`src/rtl/pmem_arbiter_if.sv`:
```
// Shared physical-memory port bundle between I-cache, D-cache, the arbiter
// and the physical memory model.
//   slave  : arbiter side (consumes cache requests and memory replies)
//   master : environment side (caches and memory drive requests/replies)
// Signals:
//   icache_pmem_* / dcache_pmem_* : per-cache 128-bit line interfaces
//   pmem_*                        : arbitrated physical-memory port
//   grant_i / grant_d             : current owner of the memory port
interface pmem_arbiter_if #(
  parameter int unsigned ADDR_W = 16,
  parameter int unsigned LINE_W = 128
);

  logic              icache_pmem_read;
  logic              icache_pmem_write;
  logic [ADDR_W-1:0] icache_pmem_address;
  logic [LINE_W-1:0] icache_pmem_wdata;
  logic              icache_pmem_resp;
  logic [LINE_W-1:0] icache_pmem_rdata;

  logic              dcache_pmem_read;
  logic              dcache_pmem_write;
  logic [ADDR_W-1:0] dcache_pmem_address;
  logic [LINE_W-1:0] dcache_pmem_wdata;
  logic              dcache_pmem_resp;
  logic [LINE_W-1:0] dcache_pmem_rdata;

  logic              pmem_read;
  logic              pmem_write;
  logic [ADDR_W-1:0] pmem_address;
  logic [LINE_W-1:0] pmem_wdata;
  logic              pmem_resp;
  logic [LINE_W-1:0] pmem_rdata;

  logic              grant_i;
  logic              grant_d;

  modport slave (
    input  icache_pmem_read, icache_pmem_write, icache_pmem_address, icache_pmem_wdata,
    output icache_pmem_resp, icache_pmem_rdata,
    input  dcache_pmem_read, dcache_pmem_write, dcache_pmem_address, dcache_pmem_wdata,
    output dcache_pmem_resp, dcache_pmem_rdata,
    output pmem_read, pmem_write, pmem_address, pmem_wdata,
    input  pmem_resp, pmem_rdata,
    output grant_i, grant_d
  );

  modport master (
    output icache_pmem_read, icache_pmem_write, icache_pmem_address, icache_pmem_wdata,
    input  icache_pmem_resp, icache_pmem_rdata,
    output dcache_pmem_read, dcache_pmem_write, dcache_pmem_address, dcache_pmem_wdata,
    input  dcache_pmem_resp, dcache_pmem_rdata,
    input  pmem_read, pmem_write, pmem_address, pmem_wdata,
    output pmem_resp, pmem_rdata,
    input  grant_i, grant_d
  );

endinterface

```
`src/rtl/pmem_arbiter.sv`:
```
// Two-port arbiter sharing one physical-memory port between the I-cache and
// the D-cache. One cache owns the port from grant until pmem_resp; a one-cycle
// RELEASE state follows every transaction so the served cache can drop its
// request before the next arbitration. Ties are broken round-robin.
// Ports:
//   clk     : clock, rising edge
//   reset_n : asynchronous active-low reset
//   bus     : pmem_arbiter_if.slave (cache line interfaces, memory port, grants)
module pmem_arbiter #(
  parameter int unsigned ADDR_W = 16,
  parameter int unsigned LINE_W = 128
) (
  input  logic          clk,
  input  logic          reset_n,
  pmem_arbiter_if.slave bus
);

  localparam logic [1:0] ST_IDLE    = 2'd0;
  localparam logic [1:0] ST_SERVE_I = 2'd1;
  localparam logic [1:0] ST_SERVE_D = 2'd2;
  localparam logic [1:0] ST_RELEASE = 2'd3;

  localparam logic GNT_I = 1'b0;
  localparam logic GNT_D = 1'b1;

  logic [1:0] state_q;
  logic [1:0] state_d;
  logic       last_grant_q;
  logic       last_grant_d;
  logic       req_i;
  logic       req_d;

  assign req_i = bus.icache_pmem_read | bus.icache_pmem_write;
  assign req_d = bus.dcache_pmem_read | bus.dcache_pmem_write;

  // State and round-robin history registers
  always_ff @(posedge clk or negedge reset_n) begin
    if (!reset_n) begin
      state_q      <= ST_IDLE;
      last_grant_q <= GNT_I;
    end else begin
      state_q      <= state_d;
      last_grant_q <= last_grant_d;
    end
  end

  // Next-state decode and memory-port mux, both keyed on the current state
  always_comb begin
    state_d              = state_q;
    last_grant_d         = last_grant_q;
    bus.pmem_read        = 1'b0;
    bus.pmem_write       = 1'b0;
    bus.pmem_address     = ADDR_W'(0);
    bus.pmem_wdata       = LINE_W'(0);
    bus.icache_pmem_resp = 1'b0;
    bus.dcache_pmem_resp = 1'b0;
    bus.grant_i          = 1'b0;
    bus.grant_d          = 1'b0;

    case (state_q)
      ST_IDLE: begin
        // D wins when alone, or on a tie when I was served last
        if (req_d && (!req_i || (last_grant_q == GNT_I))) begin
          state_d      = ST_SERVE_D;
          last_grant_d = GNT_D;
        end else if (req_i) begin
          state_d      = ST_SERVE_I;
          last_grant_d = GNT_I;
        end
      end

      ST_SERVE_I: begin
        bus.grant_i          = 1'b1;
        bus.pmem_read        = bus.icache_pmem_read;
        bus.pmem_write       = bus.icache_pmem_write;
        bus.pmem_address     = bus.icache_pmem_address;
        bus.pmem_wdata       = bus.icache_pmem_wdata;
        bus.icache_pmem_resp = bus.pmem_resp;
        if (bus.pmem_resp) begin
          state_d = ST_RELEASE;
        end
      end

      ST_SERVE_D: begin
        bus.grant_d          = 1'b1;
        bus.pmem_read        = bus.dcache_pmem_read;
        bus.pmem_write       = bus.dcache_pmem_write;
        bus.pmem_address     = bus.dcache_pmem_address;
        bus.pmem_wdata       = bus.dcache_pmem_wdata;
        bus.dcache_pmem_resp = bus.pmem_resp;
        if (bus.pmem_resp) begin
          state_d = ST_RELEASE;
        end
      end

      ST_RELEASE: begin
        // Dead cycle: the served cache's stale request must not be re-granted
        state_d = ST_IDLE;
      end

      default: begin
        state_d = ST_IDLE;
      end
    endcase
  end

  // Read data is broadcast; only the response strobe selects the consumer
  assign bus.icache_pmem_rdata = bus.pmem_rdata;
  assign bus.dcache_pmem_rdata = bus.pmem_rdata;

  // The two grants must never be active together
  a_grant_onehot: assert property (@(posedge clk) disable iff (!reset_n)
    !(bus.grant_i && bus.grant_d));

  // A response strobe reaches at most one cache
  a_resp_onehot: assert property (@(posedge clk) disable iff (!reset_n)
    !(bus.icache_pmem_resp && bus.dcache_pmem_resp));

endmodule

```
`src/flat_wrapper.sv`:
```
// flat-port wrapper written by rule: the top's interface ports become plain ports
module pmem_arbiter_flat 
#(
  parameter int unsigned ADDR_W = 16,
  parameter int unsigned LINE_W = 128
)
  (clk, reset_n, bus_icache_pmem_read, bus_icache_pmem_write, bus_icache_pmem_address, bus_icache_pmem_wdata, bus_icache_pmem_resp, bus_icache_pmem_rdata, bus_dcache_pmem_read, bus_dcache_pmem_write, bus_dcache_pmem_address, bus_dcache_pmem_wdata, bus_dcache_pmem_resp, bus_dcache_pmem_rdata, bus_pmem_read, bus_pmem_write, bus_pmem_address, bus_pmem_wdata, bus_pmem_resp, bus_pmem_rdata, bus_grant_i, bus_grant_d);
  pmem_arbiter_if #(.ADDR_W(ADDR_W), .LINE_W(LINE_W)) bus_i ();
  input  logic clk;
  input  logic reset_n;
  input wire logic [$bits(bus_i.icache_pmem_read)-1:0] bus_icache_pmem_read;
  input wire logic [$bits(bus_i.icache_pmem_write)-1:0] bus_icache_pmem_write;
  input wire logic [$bits(bus_i.icache_pmem_address)-1:0] bus_icache_pmem_address;
  input wire logic [$bits(bus_i.icache_pmem_wdata)-1:0] bus_icache_pmem_wdata;
  output wire logic [$bits(bus_i.icache_pmem_resp)-1:0] bus_icache_pmem_resp;
  output wire logic [$bits(bus_i.icache_pmem_rdata)-1:0] bus_icache_pmem_rdata;
  input wire logic [$bits(bus_i.dcache_pmem_read)-1:0] bus_dcache_pmem_read;
  input wire logic [$bits(bus_i.dcache_pmem_write)-1:0] bus_dcache_pmem_write;
  input wire logic [$bits(bus_i.dcache_pmem_address)-1:0] bus_dcache_pmem_address;
  input wire logic [$bits(bus_i.dcache_pmem_wdata)-1:0] bus_dcache_pmem_wdata;
  output wire logic [$bits(bus_i.dcache_pmem_resp)-1:0] bus_dcache_pmem_resp;
  output wire logic [$bits(bus_i.dcache_pmem_rdata)-1:0] bus_dcache_pmem_rdata;
  output wire logic [$bits(bus_i.pmem_read)-1:0] bus_pmem_read;
  output wire logic [$bits(bus_i.pmem_write)-1:0] bus_pmem_write;
  output wire logic [$bits(bus_i.pmem_address)-1:0] bus_pmem_address;
  output wire logic [$bits(bus_i.pmem_wdata)-1:0] bus_pmem_wdata;
  input wire logic [$bits(bus_i.pmem_resp)-1:0] bus_pmem_resp;
  input wire logic [$bits(bus_i.pmem_rdata)-1:0] bus_pmem_rdata;
  output wire logic [$bits(bus_i.grant_i)-1:0] bus_grant_i;
  output wire logic [$bits(bus_i.grant_d)-1:0] bus_grant_d;
  assign bus_i.icache_pmem_read = bus_icache_pmem_read;
  assign bus_i.icache_pmem_write = bus_icache_pmem_write;
  assign bus_i.icache_pmem_address = bus_icache_pmem_address;
  assign bus_i.icache_pmem_wdata = bus_icache_pmem_wdata;
  assign bus_icache_pmem_resp = bus_i.icache_pmem_resp;
  assign bus_icache_pmem_rdata = bus_i.icache_pmem_rdata;
  assign bus_i.dcache_pmem_read = bus_dcache_pmem_read;
  assign bus_i.dcache_pmem_write = bus_dcache_pmem_write;
  assign bus_i.dcache_pmem_address = bus_dcache_pmem_address;
  assign bus_i.dcache_pmem_wdata = bus_dcache_pmem_wdata;
  assign bus_dcache_pmem_resp = bus_i.dcache_pmem_resp;
  assign bus_dcache_pmem_rdata = bus_i.dcache_pmem_rdata;
  assign bus_pmem_read = bus_i.pmem_read;
  assign bus_pmem_write = bus_i.pmem_write;
  assign bus_pmem_address = bus_i.pmem_address;
  assign bus_pmem_wdata = bus_i.pmem_wdata;
  assign bus_i.pmem_resp = bus_pmem_resp;
  assign bus_i.pmem_rdata = bus_pmem_rdata;
  assign bus_grant_i = bus_i.grant_i;
  assign bus_grant_d = bus_i.grant_d;
  pmem_arbiter #(.ADDR_W(ADDR_W), .LINE_W(LINE_W)) u_core (.clk(clk), .reset_n(reset_n), .bus(bus_i));
endmodule
```
`config.mk`:
```
export PLATFORM = sky130hd
export DESIGN_NAME = pmem_arbiter_flat
export DESIGN_NICKNAME = d
export VERILOG_FILES = /design/src/rtl/pmem_arbiter_if.sv /design/src/rtl/pmem_arbiter.sv /design/src/flat_wrapper.sv
export SDC_FILE = /design/constraint.sdc
export NUM_CORES = 1
export LEC_CHECK = 0
export CORE_AREA = 2 2 327 329
export DETAILED_ROUTE_END_ITERATION = 12
export DIE_AREA = 0 0 329 331
export GPL_TIMING_DRIVEN = 0
export HOLD_SLACK_MARGIN = 0.12
export MAX_ROUTING_LAYER = met4
export PLACE_DENSITY_LB_ADDON = 0.15
export SLEW_MARGIN = 30
export SYNTH_ARGS = -nofsm -noshare
export SYNTH_HDL_FRONTEND = slang
export SYNTH_SLANG_ARGS = --single-unit
```
`constraint.sdc`:
```
create_clock -name clk -period 1.85 [get_ports clk]
set_clock_uncertainty 0.15 [all_clocks]
set_input_delay 0.37 -clock clk [delete_from_list [all_inputs] [get_ports clk]]
set_output_delay 0.37 -clock clk [all_outputs]
set_load 0.02 [all_outputs]
```
# Yosys cells after proc, flatten, opt, wreduce, memory -nomap -nowiden

Cells that the tools add are included.

Bits in registers: 3
Latch bits: 0
RAM bits: 0
Memory bits (read-only): 0
Input bits: 423
Logic and storage cells: 32
Memories kept: 0

$add $sub $neg: 0
$mul: 0
Divide/modulo/power cells: 0
$lt $le $gt $ge: 0
Eq/ne operators: 5
Shift operators: 0
Muxes and demuxes: 14
Bitwise gates (word level): 3
Reductions and logical operators: 8

Operators by type and width:

| kind                 | count |
|---|---|
| $pmux W128 S2        | 1 |
| $pmux W16 S2         | 1 |
| $mux W1              | 6 |
| $mux W2              | 3 |
| $pmux W2 S3          | 1 |
| $eq A2 B2 Y1 const B | 2 |
| $pmux W1 S2          | 2 |
| $reduce_and A2 Y1    | 2 |
| $ne A3 B1 Y1 const B | 1 |
| $eq A2 B1 Y1 const B | 1 |
| $logic_not A2 Y1     | 1 |
| $ne A2 B1 Y1 const B | 1 |
| $or A1 B1 Y1         | 2 |
| $reduce_bool A2 Y1   | 1 |
| $reduce_or A2 Y1     | 1 |
| $logic_and A1 B1 Y1  | 1 |
| $logic_not A1 Y1     | 1 |
| $logic_or A1 B1 Y1   | 1 |
| $not A1 Y1           | 1 |

# Logic depth before layout (Yosys ltp)

Gate-level depths: netlist of run 1.

Depth in word-level cells: 6
Depth in mapped cells: 6
Gate-level depth less buffers: 5

# Worst setup path before layout of run 1

Ideal clock, no wire load.

Kind: register to output
Start point: reg u_core.state_q[0]
End point: out bus_pmem_address[6]
Arrival: 1.560 ns
Setup slack: -0.230 ns
Stages on the path, launching flop included: 7
Buffers on the path: 2
Path through: dfrtp_1 -> inv_1 -> ha_1 -> buf_4 -> buf_2 -> a22oi_1 -> nor2b_1

Word-level cells in the longest chain between the ends: 2

RTL lines:

| what                                                | line               | RTL |
|---|---|---|
| start: declaration                                  | pmem_arbiter.sv:26 | `logic [1:0] state_q;` |
| start signal: assignment                            | pmem_arbiter.sv:42 | `state_q <= state_d;` |
| $eq A2 B2 Y1 / $eq A2 B1 Y1 (equally long branches) | pmem_arbiter.sv:60 | `case (state_q)` |
| $pmux W16 S2 (*)                                    | pmem_arbiter.sv:60 |  |
| end: declaration                                    | flat_wrapper.sv:25 | `output wire logic [$bits(bus_i.pmem_address)-1:0] bus_pmem_address;` |

Mark *: on every way between the ends. The rest lies on a longest branch, timed or not.

# Worst setup path in the final report of run 1

Start point: reg u_core.state_q[0]
End point: out bus_pmem_wdata[40]

Word-level cells in the longest chain between the ends: 2

RTL lines:

| what                                                | line               | RTL |
|---|---|---|
| $eq A2 B2 Y1 / $eq A2 B1 Y1 (equally long branches) | pmem_arbiter.sv:60 |  |
| $pmux W128 S2 (*)                                   | pmem_arbiter.sv:60 |  |
| end: declaration                                    | flat_wrapper.sv:26 | `output wire logic [$bits(bus_i.pmem_wdata)-1:0] bus_pmem_wdata;` |

Marked as above.

==> results of run 1 <==
## power breakdown
group,internal [µW],leakage [µW],switching (µW)
Sequential,103,0.0000359,28.8
Combinational,14400,0.00649,10800
Clock,284,0.0000382,57.3
Total,14700,0.00657,10900
## sequential cells by signal, indices dropped and copies added, names as in the netlist
| signal | cells |
|---|---|
| u_core.state_q | 2 |
| u_core.last_grant_q | 1 |
## routing by layer
layer,vias to the layer above,part of all wire [%]
met2,415,55
li1,3472,-
met1,3377,38
met5,-,0
met4,0,0.37
met3,6,7.2
## Yosys cell counts (all sizes together)
library cell / instances / area [µm²]
nor2b: 147 / 920
nor3b: 2 / 20.0
dfrtp: 3 / 75.1
nor2: 3 / 11.3
a21oi: 1 / 5.00
ha: 3 / 37.5
a21o: 2 / 15.0
o22a: 1 / 8.76
and2: 2 / 12.5
a21boi: 1 / 7.51
a2bb2oi: 1 / 8.76
o21ai: 1 / 5.00
buf: 288 / 2160
clkbuf: 16 / 60.1
inv: 2 / 7.51
a22oi: 146 / 1100
o211ai: 1 / 7.51
## cells in the final DEF (no fill, tap or decap), drive strengths merged, types with 2 or more instances in the layout
cell / count
clkdlybuf4s50: 550
ha: 3
a21o: 2
a22oi: 146
inv: 2
and2: 2
clkbuf: 21
nor2b: 147
nor3b: 2
buf: 526
dfrtp: 3
nor2: 3
## cell type report
class                   count  share of cell area [%]
diodes                      1                  0.0148
plain buffers             289                    15.1
flip-flops and latches      3                   0.444
multi-input cells         311                    21.6
clock buffers               4                   0.466
inverters                   2                  0.0444
well taps                1391                    10.3
repair buffers            804                    52.0
## kinds of logic after synthesis
| logic type | count (synthesis) | share of synthesized area, % |
|---|---|---|
| AOI/OAI and AO/OA | 154 | 25.9 |
| adders and majority gates | 3 | 0.843 |
| buffers and inverters | 306 | 49.9 |
| DFF | 3 | 1.69 |
| and+or+nand+nor | 154 | 21.6 |
## metrics by stage
| step | setup WS (ns) | power (µW) | cell area [µm²] | cells |
|---|---|---|---|---|
| 3_3_place_gp | -1.48 | 15600 | 13600 | 2711 |
| 2_1_floorplan | -0.0739 | 8280 | 4830 | 620 |
| 3_5_place_dp | -1.49 | 15600 | 13600 | 2711 |
| 6_report | -0.593 | 25700 | 16900 | 2805 |
| 5_1_grt | -0.673 | 27300 | 16900 | 2804 |
| 4_1_cts | -0.650 | 24600 | 16200 | 2790 |
## worst paths after layout
path / startpoint / endpoint / slack, ns / depth (start not counted)
max: u_core.state_q[0] / bus_pmem_wdata[40] / -0.59 / 9
min: reset_n / u_core.last_grant_q / 0.19 / 1
max reg2reg: u_core.state_q[0] / u_core.state_q[1] / 0.25 / 6
min reg2reg: u_core.last_grant_q / u_core.last_grant_q / 0.35 / 1
max in group asynchronous: reset_n / u_core.state_q[0] / 1.21 / 1
min in group clk: u_core.last_grant_q / u_core.last_grant_q / 0.35 / 1
## timing repair
item                                    in CTS  in global routing
hold buffers                                 0                  0
gates resized for setup                   1213                200
setup buffers                               60                 31
pin swaps                                   52                 38
cloned                                      15                  6
endpoints found under the setup margin     150                150
==> reports/qor.txt, run 1 <==
Crit Path Class = reg2out
Req. time, crit path = 1.33 ns
# DRC = 0
Crit. End Element = output port
Most Crowded Layer GR = met2
Core area = 105000 µm²
Clock Path Buffers = 2
Largest net degree at the start of global routing = 11
Share of layout cells above drive strength 1 = 58.7%
Drt via density = 2.59
Vias = 7270
Number of synthesized register bits = 3
Nets = 1840
Maximum vdd drop = 0.000718 V
DRT Wirelength = 44800 µm
DR pass1 iterations = 4
Vias in the first global route = 7808
Clk Latency, worst-skew pair = 0.22 ns
Failing checks = negative setup slack
Worst endpoint data arrival time = 1.92 ns
RePlAce Congestion = 0.698
GRT met3 Usage = 1.59%
Least-Margin Pin Slew = 0.307 ns
PortBufs = 700
Fillers = 11800
Clk sinks = 3
Dpl hpwl = 36000 µm
TritonCTS buffer count = 3
Initial antenna violation count = 2
CP most frequent cell = buf_12
Seq/Total Area, Yosys = 1.69%
Multi-input gate area = 3660 µm²
I/O pin count = 829
First-pass GRT wire length = 56600 µm
Mapped Cells = 620
Min cycle time layout = 2.44 ns
Worst Path Max Fanout = 8
# H-tree levels = 1
Util after Layout = 16.1%
Die Span X = 329 µm
Hold slack = 0.188 ns
Count of different cell masters after synthesis = 20
Seq. cell area = 75.1 µm²
Root Driver = clkbuf_16
Syn Nets = 1046
Outcome = complete, but fails checks
Hold Path Class = in2async
Total track usage = 7.53%
Clock transition at the registers of the reported paths = 0.03 ns
Final worst path period share = 132%
Area delta synth->final = 279%
Slew Viols, Final = 0
Total grt overflow = 0
Row count = 119
CP Buf/Inv Count = 7
Initial core utilization = 4.24%
Full die area = 109000 µm²
Slew margin rel. = 79.5%
Final setup viols = 149
Synth warnings = 0
Pleak = 0.00657 µW
Post-Syn Area = 4450 µm²
CP startpoint kind = flip-flop
Met1 Use GR = 8.26%
Pwr dens = 1520 nW/µm²
1st-iter DRT viols = 107
Final hold vios = 0
Critical path, cell by cell = inv_2 -> ha_4 -> buf_8 -> buf_16 -> buf_12 -> clkbuf_16 -> buf_12 -> nor2b_4 -> buf_6
Slowest cell on crit path = dfrtp_1
Met2 GRT Util = 14.3%
TritonCTS clock tree = done
Fmax = 409 MHz
TNS Setup = -66.49 ns
Wirelength per Cell = 16.0 µm
Unrepaired setup endpoints after global routing = true
Die Ht = 331 µm
Setup ws final = -0.593 ns
Avg Cell Area, Syn = 7.18 µm²
Slowest stage delay, CP = 0.39 ns
# Max-Cap Violations = 0
CP delay by family, top = buffers and inverters
Final antenna-violating net count = 0
(Power assumes the default switching activity.)
==> run 2: changes to the inputs <==
--- a/config.mk
+++ b/config.mk
@@ -6,10 +6,11 @@
 export NUM_CORES = 1
 export LEC_CHECK = 0
 export CORE_AREA = 2 2 327 329
+export CTS_CLUSTER_SIZE = 16
 export DETAILED_ROUTE_END_ITERATION = 12
 export DIE_AREA = 0 0 329 331
 export GPL_TIMING_DRIVEN = 0
-export HOLD_SLACK_MARGIN = 0.12
+export HOLD_SLACK_MARGIN = 0.03
 export MAX_ROUTING_LAYER = met4
 export PLACE_DENSITY_LB_ADDON = 0.15
 export SLEW_MARGIN = 30
==> results of run 2 <==
Same layout as run 1: the final DEF is identical, and so are final timing and power.
==> run 3: changes to the inputs <==
--- a/config.mk
+++ b/config.mk
@@ -6,6 +6,7 @@
 export NUM_CORES = 1
 export LEC_CHECK = 0
 export CORE_AREA = 2 2 327 329
+export CTS_CLUSTER_DIAMETER = 120
 export CTS_CLUSTER_SIZE = 16
 export DETAILED_ROUTE_END_ITERATION = 12
 export DIE_AREA = 0 0 329 331
==> constraint.sdc (replaced) <==
create_clock -name clk -period 2.8 [get_ports clk]
set_clock_uncertainty 0.15 [all_clocks]
set_input_delay 0.56 -clock clk [delete_from_list [all_inputs] [get_ports clk]]
set_output_delay 0.56 -clock clk [all_outputs]
set_load 0.02 [all_outputs]
==> run 3 against run 2 <==
  * The flow now finishes without violations
  * Worst hold slack improved by 0.16 ns
  * Global-route usage shrank 0.13 points
  * Critical path depth is 1 lower
  * First-iteration DRC count grew 10%
  * Via count decreased by 5.9%
  * Largest power group unchanged
  * Highest routed layer unchanged
==> reports/qor.txt, run 3 (synthesized netlist as in run 1, its figures left out) <==
Area delta synth->final = 203%
Crit. End Element = output port
Pleak = 0.00523 µW (-20%)
Worst Path Max Fanout = 10 (+2)
CP startpoint kind = flip-flop
RePlAce Congestion = 0.722 (+3.5%)
Clk Latency, worst-skew pair = 0.22 ns (about the same)
Drt via density = 2.51 (-3.2%)
Fmax = 366 MHz
WHS Endpoint = u_core.last_grant_q
Core area = 105000 µm² (unchanged)
Slew margin rel. = 75.8% (-3.7 points)
TritonCTS clock tree = done
Least-Margin Pin Slew = 0.363 ns (+0.0556 ns)
Pwr dens = 748 nW/µm² (-51%)
Worst endpoint data arrival time = 2.02 ns (+0.10 ns)
Maximum vdd drop = 0.000379 V (-47%)
Initial core utilization = 4.24% (unchanged)
Full die area = 109000 µm² (unchanged)
DRT Wirelength = 43500 µm (-2.9%)
Util after Layout = 12.9% (-3.2 points)
# Max-Cap Violations = 0 (unchanged)
Worst R2R Start = u_core.state_q[1]
Total grt overflow = 0 (unchanged)
Outcome = completed
Gate power share = 96.8% (-1.4 points)
Nets = 1760 (-4.3%)
Hold slack = 0.353 ns (+0.165 ns)
Internal power = 4630 µW (-69%)
Fin area = 13500 µm² (-20%)
Unrepaired setup endpoints after global routing = false
Critical path, cell by cell = buf_4 -> ha_4 -> buf_12 -> buf_12 -> buf_12 -> a22oi_1 -> nor2b_1 -> clkdlybuf4s15_2
Hold Crit Depth = 1
Clock power share = 2.3% (+1.0 points)
Largest net degree at the start of global routing = 11 (unchanged)
Crit Path Class = reg2out
Largest register by flop count = u_core.state_q
Vias = 6844 (-5.9%)
Final setup viols = 0 (-100%)
Top flop regs = u_core.state_q (2), u_core.last_grant_q (1)
Die Span X = 329 µm (unchanged)
Clk sinks = 3 (unchanged)
Net Switching = 5470 µW (-50%)
Final antenna-violating net count = 0 (unchanged)
Total track usage = 7.40% (-0.13 points)
Clock transition at the registers of the reported paths = 0.03 ns (about the same)
TNS Setup = 0 ns (+66.49 ns)
Hold Path Class = reg2reg
Vias in the first global route = 7253 (-7.1%)
Seq pwr share = 0.9% (+0.4 points)
Final worst path period share = 97.5%
TritonCTS buffer count = 3 (unchanged)
Max reg flops = 2 (unchanged)
1st-iter DRT viols = 118 (+10%)
Share of layout cells above drive strength 1 = 33.8% (-25 points)
CP Buf/Inv Count = 5 (-2)
Req. time, crit path = 2.09 ns (+0.76 ns)
DR pass1 iterations = 4 (unchanged)
Slowest cell on crit path = dfrtp_1
CP delay by family, top = buffers and inverters
Row count = 119 (unchanged)
FF-to-FF End = u_core.state_q[1]
Wirelength per Cell = 15.9 µm (-0.19%)
Min cycle time layout = 2.73 ns
I/O pin count = 829 (unchanged)
Worst hold start = u_core.last_grant_q
Hold buffers post-CTS = 0 (unchanged)
# H-tree levels = 1 (unchanged)
Slowest stage delay, CP = 0.39 ns (about the same)
Dpl hpwl = 38800 µm (+7.7%)
First-pass GRT wire length = 54800 µm (-3.2%)
Final hold vios = 0 (unchanged)
Slew Viols, Final = 0 (unchanged)
Most common cell after layout, fill and taps aside = clkdlybuf4s50_1
Root Driver = clkbuf_16
Switching share of total power = 54.2% (+12 points)
PortBufs = 700 (unchanged)
Most frequent cells in the layout = 552 x clkdlybuf4s50_1, 281 x buf_4, 141 x nor2b_1
Reg2Reg Depth = 5 (-1)
# DRC = 0 (unchanged)
CP most frequent cell = buf_12
Flop-to-flop setup slack = 1.30 ns (+1.05 ns)
Clock Path Buffers = 2 (unchanged)
Die Ht = 331 µm (unchanged)
Initial antenna violation count = 5 (+3)
Placed cell area = 13200 µm² (-2.8%)
## run 3: cell types whose count changed in the layout (fill, tap and decap cells not counted), moves of 41 or more
cell     previous run  this run
buf_6             196        14
a22oi_2           129        22
nor2b_2            56         2
nor2b_1             1       141
a22oi_1            17       124
buf_2               0        41
nor2b_4            90         4
## run 3: power groups by stage
stage / combinational, µW / sequential, µW / clock (µW)
2_1_floorplan: 4790 / 82.0 / 0
3_3_place_gp: 9730 / 86.7 / 0
3_5_place_dp: 9720 / 86.7 / 0
4_1_cts: 10300 / 90.2 / 231
5_1_grt: 10600 / 96.8 / 237
6_report: 9780 / 91.6 / 228
## run 3: worst register-to-register path: cells and delay by family, from the launching register on
kind	cells	cell delay, ns
compound gates	3	0.48
fa+ha+maj	1	0.22
buf+inv	1	0.11
flops	1	0.42
## run 3: worst max path at each step
stage,cells after the start,start,endpoint
2_1_floorplan,6,u_core.state_q[0],bus_pmem_address[6]
5_1_grt,8,u_core.state_q[0],bus_pmem_wdata[127]
4_1_cts,8,u_core.state_q[0],bus_pmem_wdata[21]
3_5_place_dp,7,u_core.state_q[0],bus_pmem_write
3_3_place_gp,6,u_core.state_q[0],bus_pmem_write
6_report,8,u_core.state_q[0],bus_pmem_wdata[127]
## run 3: timing repair
item / in CTS / in global routing
buffers inserted: 8 / 0
pin swaps: 2 / 3
gates resized for setup: 499 / 67
endpoints found under the setup margin: 148 / 103
hold endpoints to repair: 0 / 0
gates cloned: 1 / 1
## run 3: final cells by class
type | count | area [µm²]
fillers | 12100 | 91500
repair buffers | 709 | 6810
plain buffers | 304 | 2450
multi-input cells | 311 | 2340
well taps | 1391 | 1740
clock buffers | 4 | 78.8
flip-flops and latches | 3 | 76.3
diodes | 5 | 12.5
inverters | 2 | 7.51
## run 3: stage by stage
stage | cells | total power (µW) | setup slack (ns)
final | 2729 | 10100 | 0.0709
after floorplan | 620 | 4880 | 0.530
after detailed placement | 2711 | 9800 | -0.971
after global placement | 2711 | 9820 | -1.16
after CTS | 2724 | 10600 | -0.0502
after global routing | 2726 | 10900 | 0.0000659
## run 3: metal layers
| layer | track usage (%) | share of wire [%] | vias up |
|---|---|---|---|
| li1 | - | - | 3302 |
| met1 | 8.00 | 37 | 3082 |
| met2 | 14.0 | 54 | 456 |
| met3 | 1.77 | 8.8 | 4 |
| met4 | 0.774 | 0.38 | 0 |
| met5 | - | 0 | - |
